**src/rtl/fifo_fault_ctrl.sv**
```systemverilog
// FIFO fault controller: debounces monitor errors, flushes the FIFO,
// retries a bounded number of times and locks out on persistent faults.
module fifo_fault_ctrl #(
  parameter int DEBOUNCE     = 2,
  parameter int FLUSH_CYCLES = 4,
  parameter int MAX_RETRY    = 3,
  parameter int CLEAN_CYCLES = 16,
  parameter int CNT_WIDTH    = 8
) (
  input  logic                 Clock,
  input  logic                 Reset,
  input  logic                 DetectedError,
  input  logic                 WriteReq,
  input  logic                 ReadReq,
  input  logic                 ClearLock,
  output logic                 WriteEn,
  output logic                 ReadEn,
  output logic                 FifoReset_,
  output logic [2:0]           State,
  output logic                 Alarm,
  output logic                 Locked,
  output logic [3:0]           RetryCount,
  output logic [CNT_WIDTH-1:0] FaultCount
);

  typedef enum logic [2:0] {
    S_RUN     = 3'd0,
    S_CONFIRM = 3'd1,
    S_HOLD    = 3'd2,
    S_FLUSH   = 3'd3,
    S_RECOVER = 3'd4,
    S_LOCKED  = 3'd5
  } state_e;

  localparam int DW = $clog2(DEBOUNCE + 1);
  localparam int FW = $clog2(FLUSH_CYCLES + 1);
  localparam int CW = $clog2(CLEAN_CYCLES + 1);

  localparam logic [DW-1:0] DB_LAST   = DW'(DEBOUNCE);
  localparam logic [FW-1:0] FL_LAST   = FW'(FLUSH_CYCLES - 1);
  localparam logic [CW-1:0] CL_LAST   = CW'(CLEAN_CYCLES);
  localparam logic [3:0]    RETRY_MAX = 4'(MAX_RETRY);

  state_e               state_q, state_d;
  logic [DW-1:0]        dbc_q, dbc_d;
  logic [FW-1:0]        flush_q, flush_d;
  logic [CW-1:0]        clean_q, clean_d;
  logic                 rec_q, rec_d;
  logic [3:0]           retry_q, retry_d;
  logic [CNT_WIDTH-1:0] fault_q, fault_d;
  logic                 alarm_q, alarm_d;

  assign State      = state_q;
  assign Alarm      = alarm_q;
  assign Locked     = (state_q == S_LOCKED);
  assign RetryCount = retry_q;
  assign FaultCount = fault_q;
  assign WriteEn    = WriteReq & ~Reset & (state_q == S_RUN);
  assign ReadEn     = ReadReq & ~Reset & (state_q == S_RUN);
  assign FifoReset_ = ~(Reset | (state_q == S_FLUSH) |
                        (state_q == S_LOCKED));

  always_comb begin
    state_d = state_q;
    dbc_d   = '0;
    flush_d = '0;
    clean_d = '0;
    rec_d   = 1'b0;
    retry_d = retry_q;
    fault_d = fault_q;
    alarm_d = alarm_q & ~ClearLock;

    // A long enough error-free run forgives earlier recoveries.
    if (state_q == S_RUN && !DetectedError) begin
      clean_d = clean_q + CW'(1);
      if (clean_d == CL_LAST) begin
        clean_d = '0;
        retry_d = '0;
      end
    end

    case (state_q)
      S_RUN: begin
        if (DetectedError) begin
          dbc_d   = DW'(1);
          state_d = S_CONFIRM;
        end
      end
      S_CONFIRM: begin
        if (DetectedError) begin
          dbc_d = dbc_q + DW'(1);
          if (dbc_d == DB_LAST) state_d = S_HOLD;
        end else begin
          state_d = S_RUN;
        end
      end
      S_HOLD: begin
        if (fault_q != '1) fault_d = fault_q + CNT_WIDTH'(1);
        alarm_d = 1'b1;
        if (retry_q == RETRY_MAX) begin
          state_d = S_LOCKED;
        end else begin
          retry_d = retry_q + 4'd1;
          state_d = S_FLUSH;
        end
      end
      S_FLUSH: begin
        if (flush_q == FL_LAST) state_d = S_RECOVER;
        else flush_d = flush_q + FW'(1);
      end
      S_RECOVER: begin
        // First cycle lets the monitor settle after its reset.
        if (!rec_q) rec_d = 1'b1;
        else state_d = DetectedError ? S_HOLD : S_RUN;
      end
      S_LOCKED: begin
        if (ClearLock) begin
          state_d = S_RECOVER;
          retry_d = '0;
        end
      end
      default: state_d = S_LOCKED;
    endcase
  end

  always_ff @(posedge Clock) begin
    if (Reset) begin
      state_q <= S_RUN;
      dbc_q   <= '0;
      flush_q <= '0;
      clean_q <= '0;
      rec_q   <= 1'b0;
      retry_q <= '0;
      fault_q <= '0;
      alarm_q <= 1'b0;
    end else begin
      state_q <= state_d;
      dbc_q   <= dbc_d;
      flush_q <= flush_d;
      clean_q <= clean_d;
      rec_q   <= rec_d;
      retry_q <= retry_d;
      fault_q <= fault_d;
      alarm_q <= alarm_d;
    end
  end

endmodule
```
**config.mk**
```make
export PLATFORM = sky130hd
export DESIGN_NAME = fifo_fault_ctrl
export DESIGN_NICKNAME = d
export VERILOG_FILES = /design/src/rtl/fifo_fault_ctrl.sv
export SDC_FILE = /design/constraint.sdc
export NUM_CORES = 1
export LEC_CHECK = 0
export ABC_CLOCK_PERIOD_IN_PS = 2000
export BUFFER_PORTS_ARGS = -buffer_cell sky130_fd_sc_hd__buf_2
export CAP_MARGIN = 20
export CELL_PAD_IN_SITES_DETAIL_PLACEMENT = 1
export CELL_PAD_IN_SITES_GLOBAL_PLACEMENT = 1
export CORE_ASPECT_RATIO = 0.9
export CORE_UTILIZATION = 40
export DETAILED_ROUTE_END_ITERATION = 6
export PLACE_DENSITY_LB_ADDON = 0.1
export SYNTH_ARGS = -nofsm -noshare
export SYNTH_HDL_FRONTEND = slang
export SYNTH_SLANG_ARGS = --single-unit
```
**constraint.sdc**
```tcl
create_clock -name Clock -period 2 [get_ports Clock]
set_clock_uncertainty 0.05 [all_clocks]
set_input_delay 0.4 -clock Clock [delete_from_list [all_inputs] [get_ports Clock]]
set_output_delay 0.4 -clock Clock [all_outputs]
set_load 0.02 [all_outputs]
```
======== Yosys cells after proc, flatten, opt, wreduce, memory -nomap -nowiden ========
Index checks and enable logic that the tools add are counted.
word-level totals
  register bits ........................... 27
  word-level logic and storage cells ...... 68
  output and inout bits ................... 20
operators by class
  equal/unequal tests ..................... 15
  bitwise operators ....................... 13
  mux-type cells .......................... 19
  reduce and logical (&&, ||, !) cells .... 8
  $add $sub $neg .......................... 5
operators by type and width
  operator                                       count
  2-to-1 mux 3 bit                               7
  one-hot mux 3 bit (6 select lines)             1
  2-to-1 mux 4 bit                               4
  == test 3 x 2 -> 1 bit, second input constant  3
  adder 8 x 1 -> 8 bit, second input constant    1
  inequality test 8 bit, second input constant   1
  one-hot mux 4 bit (2 select lines)             1
  == test 3 bit, second input constant           2
  inequality test 2 bit, second input constant   3
  inverter 1 bit                                 6
  OR reduction 3 bit                             2
  adder 5 x 1 -> 5 bit, second input constant    1
  AND 1 bit                                      5
  == test 5 bit, second input constant           1
  AND reduction 5 bit                            1
  adder 4 x 1 -> 4 bit, second input constant    1
  == test 4 x 2 -> 1 bit, second input constant  1
  2-to-1 mux 2 bit                               2
  one-hot mux 2 bit (2 select lines)             1
  adder 3 x 1 -> 3 bit, second input constant    1
  == test 3 x 1 -> 1 bit, second input constant  1
  logical NOT 3 bit                              1
  2-to-1 mux 1 bit                               3
  inequality test 3 bit, second input constant   1
  other kinds (8)                                9

======== Logic depth before layout (Yosys ltp) ========
  depth after elaboration ................. 6
  depth in mapped cells ................... 6

======== Worst setup path after synthesis ========
Ideal clock, no wire load.
  kind .................................... flip-flop to output port
  start ................................... register state_q[1], in the netlist State[1]
  end ..................................... output port ReadEn
  data required time ...................... 1.550 ns
  arrival time ............................ 1.564 ns
  cell stages (with the launch flop) ...... 4
  path slack .............................. -0.014 ns
  cells stage by stage .................... dfxtp_1 clkbuf_1 or3_1 nor3b_1
on the way
  word-level cells in the longest chain between the ends .. 2
ends and longest elaborated chain
  what                      RTL line  source
  start: declaration        44        state_e state_q, state_d;
  start signal: assignment  137       state_q <= state_d;
  logical NOT 3 bit         59        assign ReadEn = ReadReq & ~Reset & (state_q == S_RUN);
  AND 1 bit                 59
  end: declaration          17        output logic ReadEn,
Every way passes these cells.

======== Final worst setup path ========
  start ................................... register state_q[2], in the netlist State[2]
  end ..................................... output port WriteEn
on the way
  word-level cells in the longest chain between the ends .. 2
ends and longest elaborated chain
  what               RTL line  source
  logical NOT 3 bit  58        assign WriteEn = WriteReq & ~Reset & (state_q == S_RUN);
  AND 1 bit          58
  end: declaration   16        output logic WriteEn,
Every way passes these cells.

==> summary.md <==
| Metric | Value |
|---|---|
| Status | `finished, final reports clean` |
| Synth top area share | `40.45%` |
| Post-synth top cells | `dfxtp_1 (27), nor2_1 (19), nand2_1 (12), a21oi_1 (10)` |
| Slew @ Worst Pin | `0.5146 ns` |
| # clock sinks | `27` |
| Netlist cell types | `40` |
| Clock Pin Slew Worst Setup and Hold Paths | `0.09 ns` |
| Area grow syn2layout | `19.29%` |
| Total track usage | `17.41%` |
| Vias per cell | `5.289` |
| DR vias | `1,190` |
| Hold depth | `3` |
| Setup_tns | `0 ns` |
| Clock latency on the worst-skew pair | `0.27 ns` |
| Avg Cell Area, Syn | `8.791 um^2` |
| Final HPWL DP | `2.244 mm` |
| CTS tree | `yes` |
| Vias in the first global route | `1,080` |
| Starting Density | `42.91%` |
| Min-delay worst type | `in2reg` |
| DR DRC count | `0` |
| Worst-path fanout max | `8` |
| Post-Synthesis Cell Area | `0.001336 mm^2` |
| Unrepaired setup endpoints after global routing | `no` |
| VDD IR max | `431.9 uV` |
| Final Max Slew Viols | `0` |
| Cell taking the most area after synthesis | `dfxtp_1` |
| Worst path required time | `1.55 ns` |
| Gr ovfl total | `0` |
| CP arrival | `1.48 ns` |
| H-tree level count | `1` |
| Power per cell area | `645.4 mW/mm^2` |
| Row cnt | `19` |
| First-pass GRT wire length | `4.885 mm` |
| Placeable Area | `0.003114 mm^2` |
| R2r worst-path depth | `4` |
| Detailed Routing Iterations Pass 1 | `4` |
| RD Place Congestion | `0.8482` |
| Synthesized instance count | `152` |
| Ys async rst share | `0%` |
| Die Wd | `62.93 um` |
| Lkg Pwr | `0.0006917 uW` |
| Ys Warns | `0` |
| FMAX | `518.4 MHz` |
| Final Hold Viols | `0` |
| Tcrit/Tclk final | `96.44%` |
| Diode count | `0` |
| Largest net degree at the start of global routing | `22` |
| Layout cell share with drive strength beyond 1 | `25.14%` |
| Die Ht | `56.84 um` |
| Top-count cell post-synth | `dfxtp_1` |
| Crit end category | `output port` |
| Cts hold-fix bufs | `0` |
| Final setup vio count | `0` |
| Die area | `0.003576 mm^2` |
| Sequential share of the synthesized area | `40.45%` |
| Minimum clock period | `1.929 ns` |
| Number of max-cap violations | `0` |
| Tot Pwr | `1029 uW` |
| Nets | `196` |
| Critical path type | `reg2out` |
| Initial antenna violation count | `0` |
| Count of input and output buffers | `25` |
| Num CTS Buffers | `3` |
| Clock Root Buffer | `clkbuf_8` |
| WL final | `3.005 mm` |
| Ys flop type | `dfxtp_1` |
| Top post-synthesis cells by area | `dfxtp_1 (40%), ha_1 (5.6%), nor2_1 (5.3%)` |
| Io pins | `26` |
| DRT antenna net count | `0` |
| Max clock buf depth | `2` |
| WL/cell | `13.36 um` |
| Net Count, Synth | `164` |
| Number of synthesized flops with an enable pin | `0` |
| Max_slew headroom | `65.65%` |
| Yosys reg bits | `27` |
| First DRT Iteration DRCs | `38` |
| CP Launch Type | `flop` |
[power breakdown]
| group | internal (uW) | switching [uW] |
|---|---|---|
| sequential | 551 | 25.0 |
| combinational | 62.6 | 80.6 |
| clock | 140 | 170 |
| total | 753 | 275 |
[worst max-delay path, stage by stage, from the launching register on]
cell     delay [ns]
dfxtp_2        0.38
or3_1          0.42
nor3b_1        0.21
buf_2          0.19
[per-layer routing]
metal / routed length (um) / vias up / track usage, %
met5: 0 / - / 0
met3: 133 / 0 / 4.268
li1: - / 603 / -
met1: 1538 / 563 / 23.85
met2: 1333 / 24 / 27.80
met4: 0 / 0 / 2.990
[metrics by stage]
stage,setup WS [ns],util [%],instances,instance area [um^2],hold WS (ns)
2_1_floorplan,-0.01357,-,152,1336,0.3492
3_3_place_gp,0.2969,48.57,217,1513,0.3578
3_5_place_dp,0.2525,48.57,217,1513,0.3684
4_1_cts,0.01060,50.10,221,1560,0.3449
5_1_grt,0.01229,51.19,225,1594,0.3514
6_report,0.07113,51.19,225,1594,0.3461
[registers in the layout, indices dropped and copies added (netlist names)]
name	cells
RetryCount	4
dbc_q	2
FaultCount	8
flush_q	3
rec_q	1
clean_q	5
State	3
Alarm	1
[worst paths after layout]
path                                    start       endpoint  slack [ns]
worst max-delay path                 State[2]        WriteEn        0.07
worst min-delay path            DetectedError       dbc_q[0]        0.35
worst max register to register       State[0]  FaultCount[7]        0.33
worst min register to register     flush_q[0]     flush_q[0]        0.38
[placed cells by master, fill, tap and decap left out, types with 5 or more instances in the layout]
| master | netlist | layout |
|---|---|---|
| a21oi_1 | 10 | 10 |
| buf_2 | 1 | 25 |
| buf_4 | 0 | 8 |
| dfxtp_1 | 27 | 25 |
| ha_1 | 6 | 6 |
| inv_1 | 5 | 5 |
| nand2_1 | 12 | 12 |
| nor2_1 | 19 | 19 |
| nor3_1 | 6 | 6 |
| xor2_1 | 6 | 6 |
[final cells by class]
type | instances | area (um^2)
flip-flops and latches | 27 | 545.5
multi-input cells | 114 | 745.7
repair buffers | 33 | 185.2
inverters | 5 | 18.77
well taps | 42 | 52.55
clock buffers | 3 | 41.29
fillers | 387 | 1520
clock inverters | 1 | 5.005
[cells by family after synthesis]
logic type / share of synthesized area (%)
compound gates: 15.35
xor+xnor: 5.244
fa+ha+maj: 5.618
buf+inv: 3.745
flops: 40.45
mux: 2.247
simple gates: 27.34
[timing repair]
item	4_1_cts	5_1_grt
setup endpoints to repair	2	2
gates resized for setup	1	2
setup buffers	0	4
Power figures use the tool's default switching activity.
